## config.mk

```make
export PLATFORM = sky130hd
export DESIGN_NAME = alu_operand_stage
export DESIGN_NICKNAME = d
export VERILOG_FILES = /design/src/rtl/alu_operand_stage.sv
export SDC_FILE = /design/constraint.sdc
export NUM_CORES = 1
export LEC_CHECK = 0
export BUFFER_PORTS_ARGS = -buffer_cell sky130_fd_sc_hd__buf_2
export CORE_MARGIN = 2
export CORE_UTILIZATION = 53
export CTS_CLUSTER_DIAMETER = 200
export DETAILED_ROUTE_END_ITERATION = 12
export GPL_ROUTABILITY_DRIVEN = 0
export PLACE_DENSITY = 0.92
export REMOVE_ABC_BUFFERS = 1
export SYNTH_ARGS = -nofsm -noshare
export SYNTH_HDL_FRONTEND = slang
export SYNTH_SLANG_ARGS = --single-unit
```

## constraint.sdc

```tcl
create_clock -name clk -period 2.2 [get_ports clk]
set_input_delay 0.33 -clock clk [delete_from_list [all_inputs] [get_ports clk]]
set_output_delay 0.33 -clock clk [all_outputs]
set_load 0.05 [all_outputs]
```

## src/rtl/alu_operand_stage.sv

```systemverilog
// -----------------------------------------------------------------------------
// alu_operand_stage
//
// Purpose:
//   Selects ALU operand B and the store-data operand and registers them in a
//   two-entry elastic buffer (main output register plus one skid register).
//   The register operand is chosen from the register file or one of two
//   forwarding sources. Operand B is either that forwarded value or the
//   extended immediate. in_ready is registered, so there is no combinational
//   path from out_ready to in_ready.
//
// Ports:
//   clk           in   clock, all state updates on the rising edge
//   rst_n         in   synchronous active-low reset
//   in_valid      in   upstream operand set valid
//   in_ready      out  stage can accept an operand set this cycle
//   alu_src       in   0 = forwarded register operand, 1 = extended immediate
//   ext_mode      in   00/11 sign-extend, 01 zero-extend, 10 upper placement
//   fwd_sel       in   00 read_data2, 01/11 exmem_result, 10 memwb_result
//   read_data2    in   register-file second read port
//   imm           in   raw immediate field
//   exmem_result  in   forwarding source from EX/MEM
//   memwb_result  in   forwarding source from MEM/WB
//   flush         in   discard all held and incoming operand sets
//   out_valid     out  result/store_data valid
//   out_ready     in   downstream ALU accepts this cycle
//   result        out  selected ALU operand B
//   store_data    out  forwarded register operand
//   op_count      out  number of completed output handshakes (wraps)
//
// IMM_WIDTH must not exceed WIDTH.
// -----------------------------------------------------------------------------
module alu_operand_stage #(
  parameter int WIDTH     = 32,
  parameter int IMM_WIDTH = 16,
  parameter int CNT_WIDTH = 16
) (
  input  logic                 clk,
  input  logic                 rst_n,
  input  logic                 in_valid,
  output logic                 in_ready,
  input  logic                 alu_src,
  input  logic [1:0]           ext_mode,
  input  logic [1:0]           fwd_sel,
  input  logic [WIDTH-1:0]     read_data2,
  input  logic [IMM_WIDTH-1:0] imm,
  input  logic [WIDTH-1:0]     exmem_result,
  input  logic [WIDTH-1:0]     memwb_result,
  input  logic                 flush,
  output logic                 out_valid,
  input  logic                 out_ready,
  output logic [WIDTH-1:0]     result,
  output logic [WIDTH-1:0]     store_data,
  output logic [CNT_WIDTH-1:0] op_count
);

  // Operand selection (combinational, from the incoming set)
  logic [WIDTH-1:0] fwd_val;
  logic [WIDTH-1:0] ext_val;
  logic [WIDTH-1:0] operand_val;

  always_comb begin
    fwd_val = read_data2;
    case (fwd_sel)
      2'b01:   fwd_val = exmem_result;
      2'b10:   fwd_val = memwb_result;
      2'b11:   fwd_val = exmem_result;
      default: fwd_val = read_data2;
    endcase
  end

  // Size casts extend according to the signedness of the operand, so the
  // $signed form sign-extends and the plain form zero-extends. Written this
  // way it stays legal when IMM_WIDTH equals WIDTH.
  always_comb begin
    ext_val = '0;
    case (ext_mode)
      2'b01:   ext_val = WIDTH'(imm);
      2'b10:   ext_val = WIDTH'(imm) << (WIDTH - IMM_WIDTH);
      default: ext_val = WIDTH'($signed(imm));
    endcase
  end

  // The immediate path never sees the forwarding mux.
  assign operand_val = alu_src ? ext_val : fwd_val;

  // Buffer state
  logic                 main_valid_reg,  main_valid_next;
  logic [WIDTH-1:0]     main_result_reg, main_result_next;
  logic [WIDTH-1:0]     main_store_reg,  main_store_next;
  logic                 skid_valid_reg,  skid_valid_next;
  logic [WIDTH-1:0]     skid_result_reg, skid_result_next;
  logic [WIDTH-1:0]     skid_store_reg,  skid_store_next;
  logic [CNT_WIDTH-1:0] count_reg,       count_next;

  logic accept;
  logic handshake;

  assign in_ready  = !skid_valid_reg && rst_n;
  assign accept    = in_valid && in_ready;
  assign handshake = main_valid_reg && out_ready;

  always_comb begin
    main_valid_next  = main_valid_reg;
    main_result_next = main_result_reg;
    main_store_next  = main_store_reg;
    skid_valid_next  = skid_valid_reg;
    skid_result_next = skid_result_reg;
    skid_store_next  = skid_store_reg;
    count_next       = count_reg;

    // A handshake completed in a flush cycle still counts.
    if (handshake) begin
      count_next = count_reg + CNT_WIDTH'(1);
    end

    if (flush) begin
      // Data registers keep stale contents; only the valids matter.
      main_valid_next = 1'b0;
      skid_valid_next = 1'b0;
    end else if (main_valid_reg && !out_ready) begin
      // Main is stalled: a new set can only go to the skid register.
      // in_ready guarantees the skid is empty whenever accept is high.
      if (accept) begin
        skid_valid_next  = 1'b1;
        skid_result_next = operand_val;
        skid_store_next  = fwd_val;
      end
    end else if (skid_valid_reg) begin
      // Main drained this edge and the skid holds the older set: promote it.
      // accept is impossible here because in_ready is low.
      main_valid_next  = 1'b1;
      main_result_next = skid_result_reg;
      main_store_next  = skid_store_reg;
      skid_valid_next  = 1'b0;
    end else if (accept) begin
      // Main is empty or drains this edge: load the new set straight in.
      main_valid_next  = 1'b1;
      main_result_next = operand_val;
      main_store_next  = fwd_val;
    end else begin
      main_valid_next = 1'b0;
    end
  end

  always_ff @(posedge clk) begin
    if (!rst_n) begin
      main_valid_reg  <= 1'b0;
      main_result_reg <= '0;
      main_store_reg  <= '0;
      skid_valid_reg  <= 1'b0;
      skid_result_reg <= '0;
      skid_store_reg  <= '0;
      count_reg       <= '0;
    end else begin
      main_valid_reg  <= main_valid_next;
      main_result_reg <= main_result_next;
      main_store_reg  <= main_store_next;
      skid_valid_reg  <= skid_valid_next;
      skid_result_reg <= skid_result_next;
      skid_store_reg  <= skid_store_next;
      count_reg       <= count_next;
    end
  end

  assign out_valid  = main_valid_reg;
  assign result     = main_result_reg;
  assign store_data = main_store_reg;
  assign op_count   = count_reg;

endmodule

```

# Word-level counts from Yosys, hierarchy flattened
# Index checks and enable logic that the tools add are counted.
# Widths: inputs -> output; s select.
[op_classes]
n_addsub = 1
eq_ne = 5
muxes = 9
n_bitwise = 3
reduce_logical = 12
[op_table]
columns = ["operator", "count"]
rows = [
  ["$mux 32", 5],
  ["$pmux 32 s2", 2],
  ["$add 16x1->16 const B", 1],
  ["$eq 2x2->1 const B", 3],
  ["$reduce_and 3->1", 2],
  ["$eq 2x1->1 const B", 2],
  ["$logic_and 1x1->1", 4],
  ["$reduce_or 2->1", 2],
  ["$not 1->1", 3],
  ["$reduce_or 3->1", 1],
  ["$logic_not 1->1", 2],
  ["$mux 1", 2],
  ["$reduce_bool 2->1", 1],
]
[word_totals]
ff_bits = 146
inputBits = 122
output_inout_bits = 82
wordCells = 37

# Depth between registers and ports, before layout
[logic_depth]
word_depth = 6
ltp_mapped = 8
mapped_depth_nobuf = 6

# Worst setup path before layout
# No wires, ideal clock.
[synth_path]
kind = "reg2reg"
from = "register count_reg[0] (netlist: op_count[0])"
to = "register count_reg[12] (netlist: op_count[12])"
setup_time_ps = 70
arrival_time_ps = 2031
required_time_ps = 2130
slack_ps = 98
path_stages_with_launch = 7
n_path_buf = 1
period_less_slack_ps = 2102
path_cell_list = "dfxtp_1 -> ha_1 -> nand4_2 -> or2_1 -> clkbuf_2 -> or4_1 -> a21oi_1"
[synth_via]
elab_chain_len = 1
[synth_lines]
columns = ["element", "line_no", "rtl"]
rows = [
  ["start, declared", "94", "logic [CNT_WIDTH-1:0] count_reg, count_next;"],
  ["start signal, assigned", "162", "count_reg <= count_next;"],
  ["$add 16x1->16", "114", "count_next = count_reg + CNT_WIDTH'(1);"],
]
# Every way passes these cells.
# A chain may end at the register's enable or synchronous reset.

# Worst setup path after layout
[layout_path]
from = "register skid_valid_reg"
to = "output in_ready"
[layout_via]
elab_chain_len = 2
[layout_lines]
columns = ["element", "line_no", "rtl"]
rows = [
  ["start, declared", "91", "logic skid_valid_reg, skid_valid_next;"],
  ["start signal, assigned", "159", "skid_valid_reg <= skid_valid_next;"],
  ["$logic_not 1->1", "99", "assign in_ready = !skid_valid_reg && rst_n;"],
  ["$logic_and 1x1->1", "99", ""],
  ["end, declared", "41", "output logic in_ready,"],
]
# Every way passes these cells.

==> impl_metrics.toml <==
[outcome]
status = "finished clean"

[worst_setup_path]
rrSetupSlack_ns = 0.38
cp.arrival_ns = 1.63
endpoint_kind = "primary output"
rr_endpoint = "result[9]"
critical_path_class = "reg -> out"
setup.worst_path.start = "skid_valid_reg"
worstRegToRegCells = 4
start_kind = "flip-flop"
path_max_fanout = 49
r2r_start = "out_valid"
critPathCapture = "in_ready"
cp.required_ns = 1.87

[global_route]
grt_pass1_vias = 7122
grt_pass1_wl_mm = 34.65
grt_util_all_layers = 0.2946
grt_overflow = 0
grt_max_degree = 94
antenna_found_initial = 0

[die]
boundaryPins = 204
rows = 42
die_h_um = 121.5
die-area_um2 = 14760
core_area_um2 = 13350
start_util = 0.5481
die_w_um = 121.5

[synthesis]
ys_seq_area_frac = 0.3995
async_reset_ff_frac = 0
postSynthAreaPerCell_um2 = 8.477
synth_cells = 863
syn-cell-area_um2 = 7316
synth.most_common_cell = "dfxtp_1"
yosysWarnings = 0
synthTopCellsByArea = "dfxtp_1 (40%), a21oi_1 (7.8%), mux2i_1 (5.2%)"
yosysTopAreaCellShare = 0.3995
netlist_top_cells_count = "dfxtp_1 (146), a21oi_1 (114), o21ai_0 (65), clkbuf_1 (61), nand2_1 (60)"
synthAdderAreaFrac = 0.005131
synth_top_family_by_area = "compound AO/OA/AOI/OAI gates"
yosysUniqueCellTypes = 46
synth_compound_area_frac = 0.3149
synth_edf_count = 0
muxShareOfSynthArea = 0.07046
yosysTopAreaCell = "dfxtp_1"
synth-seq-cells = 146
synth-simple-area-share = 0.1426
synthXorXnorAreaFrac = 0.01197
ys.flop_type = "dfxtp_1"

[layout]
area_delta_synth_final_pct = 23.53
nNetsFinal = 1143
fillers = 1067
drive_gt1_frac = 0.2672
multiInputGateArea_um2 = 4003
n_antenna_cell = 0
final-seq-area_um2 = 2927

[timing]
setup_viol_count_final = 0
fmax_mhz = 511.2
fin_worst_skew_ns = 0.005989
tns_ns = 0
max-slew-margin-rel = 0.4936
fin_crit_sh = 0.8892
hold_slack_ns = 0.1336
maxSlewViolCount = 0
hold_violations = 0
post-route-min-period_ns = 1.956
worst_pin_slew_ns = 0.7595
rsz0062_at_grt = "no"

[detailed_routing]
drc = 0
firstDrtPassIters = 5
vias = 7555
drt_wl_total_mm = 21.91
viasPerCell = 6.270
ant_nets = 0
wire_per_inst_um = 18.18
drt_iter0_markers = 777

[clocking]
path_clk_slew_ns = 0.06
clockBufferDepth = 2
cts_hold_buf = 0
cts_num_sinks = 146
cts_setup_buffers = 0
cts_tree = "done"
root_buffer = "clkbuf_16"
cts_resized = 0
clk_latency_ns = 0.42
cts_buffers = 17
cts_max_level = 4

[power]
p_leak_nw = 3.885
power_density_nw_per_um2 = 724.1
vdd_drop_max_v = 0.0004872
report.power.total_mw = 6.544

[hold_path]
hold_class = "in -> reg"

[placement]
dp_hpwl_mm = 14.03
port_buffers = 203

[run]
drv_cap = 0
cells in the final DEF, fill, tap and decap left out, drive strengths merged, types with 12 or more instances in the layout:
cell type  instances
o221ai            18
clkbuf            24
o211a             16
o21ai             65
nor2b             23
a31oi             30
a211o             15
nor2              35
mux2i             38
nand2b            26
mux2              12
o211ai            22
a211oi            30
a311o             15
dfxtp            146
a32o              12
nand3             23
buf              225
a21oi            114
nand2             60
stage by stage:
stage,util,cell area [um2],std cells,worst slack [ns]
6_report,0.6771,9037,1205,0.2438
5_1_grt,0.6771,9037,1205,0.1782
4_1_cts,0.6771,9037,1205,0.2304
3_5_place_dp,0.6350,8476,1175,0.1061
3_3_place_gp,0.6350,8476,1175,0.1882
2_1_floorplan,-,6940,774,-3.146
logic make-up (layout without fill, tap and decap cells):
kind of cell	Yosys count	in the layout
compound gates	351	351
fa+ha+maj	3	3
flops	146	146
buf+inv	97	263
xor+xnor	10	10
simple gates	206	206
mux	50	50
routing by layer:
metal / vias to the layer above / wire, um / GRT usage
met1: 3555 / 8689 / 0.3498
li1: 3541 / - / -
met5: - / 0 / 0
met2: 390 / 10760 / 0.5014
met4: 0 / 771 / 0.1545
met3: 69 / 1685 / 0.05921
cell type report:
class,count,area share
sequential,146,0.3238
clock buffer,24,0.05330
multi-input combinational,620,0.4429
timing repair buffer,225,0.1434
inverter,8,0.003323
tap,176,0.02437
clock inverter,6,0.008861
power by group:
part	leakage, nW	switching, mW	internal (mW)
Clock	0.280	1.07	1.74
Combinational	2.42	0.646	0.350
Sequential	1.18	0.0331	2.71
Total	3.89	1.75	4.79
how the worst min path moves through the flow:
stage	slack, ns	cells after the start	from	to
2_1_floorplan	0.41	1	flush	out_valid
3_3_place_gp	0.44	2	skid_store_reg[11]	skid_store_reg[11]
3_5_place_dp	0.45	2	result[17]	result[17]
4_1_cts	0.12	2	flush	out_valid
5_1_grt	0.13	2	flush	out_valid
6_report	0.13	2	flush	out_valid
critical path, stage by stage (launching register included):
cell and delay (ns):
dfxtp_4 0.38, buf_4 0.48, nor2_1 0.10, buf_2 0.23
No activity file was read; power rests on OpenSTA's default activity.
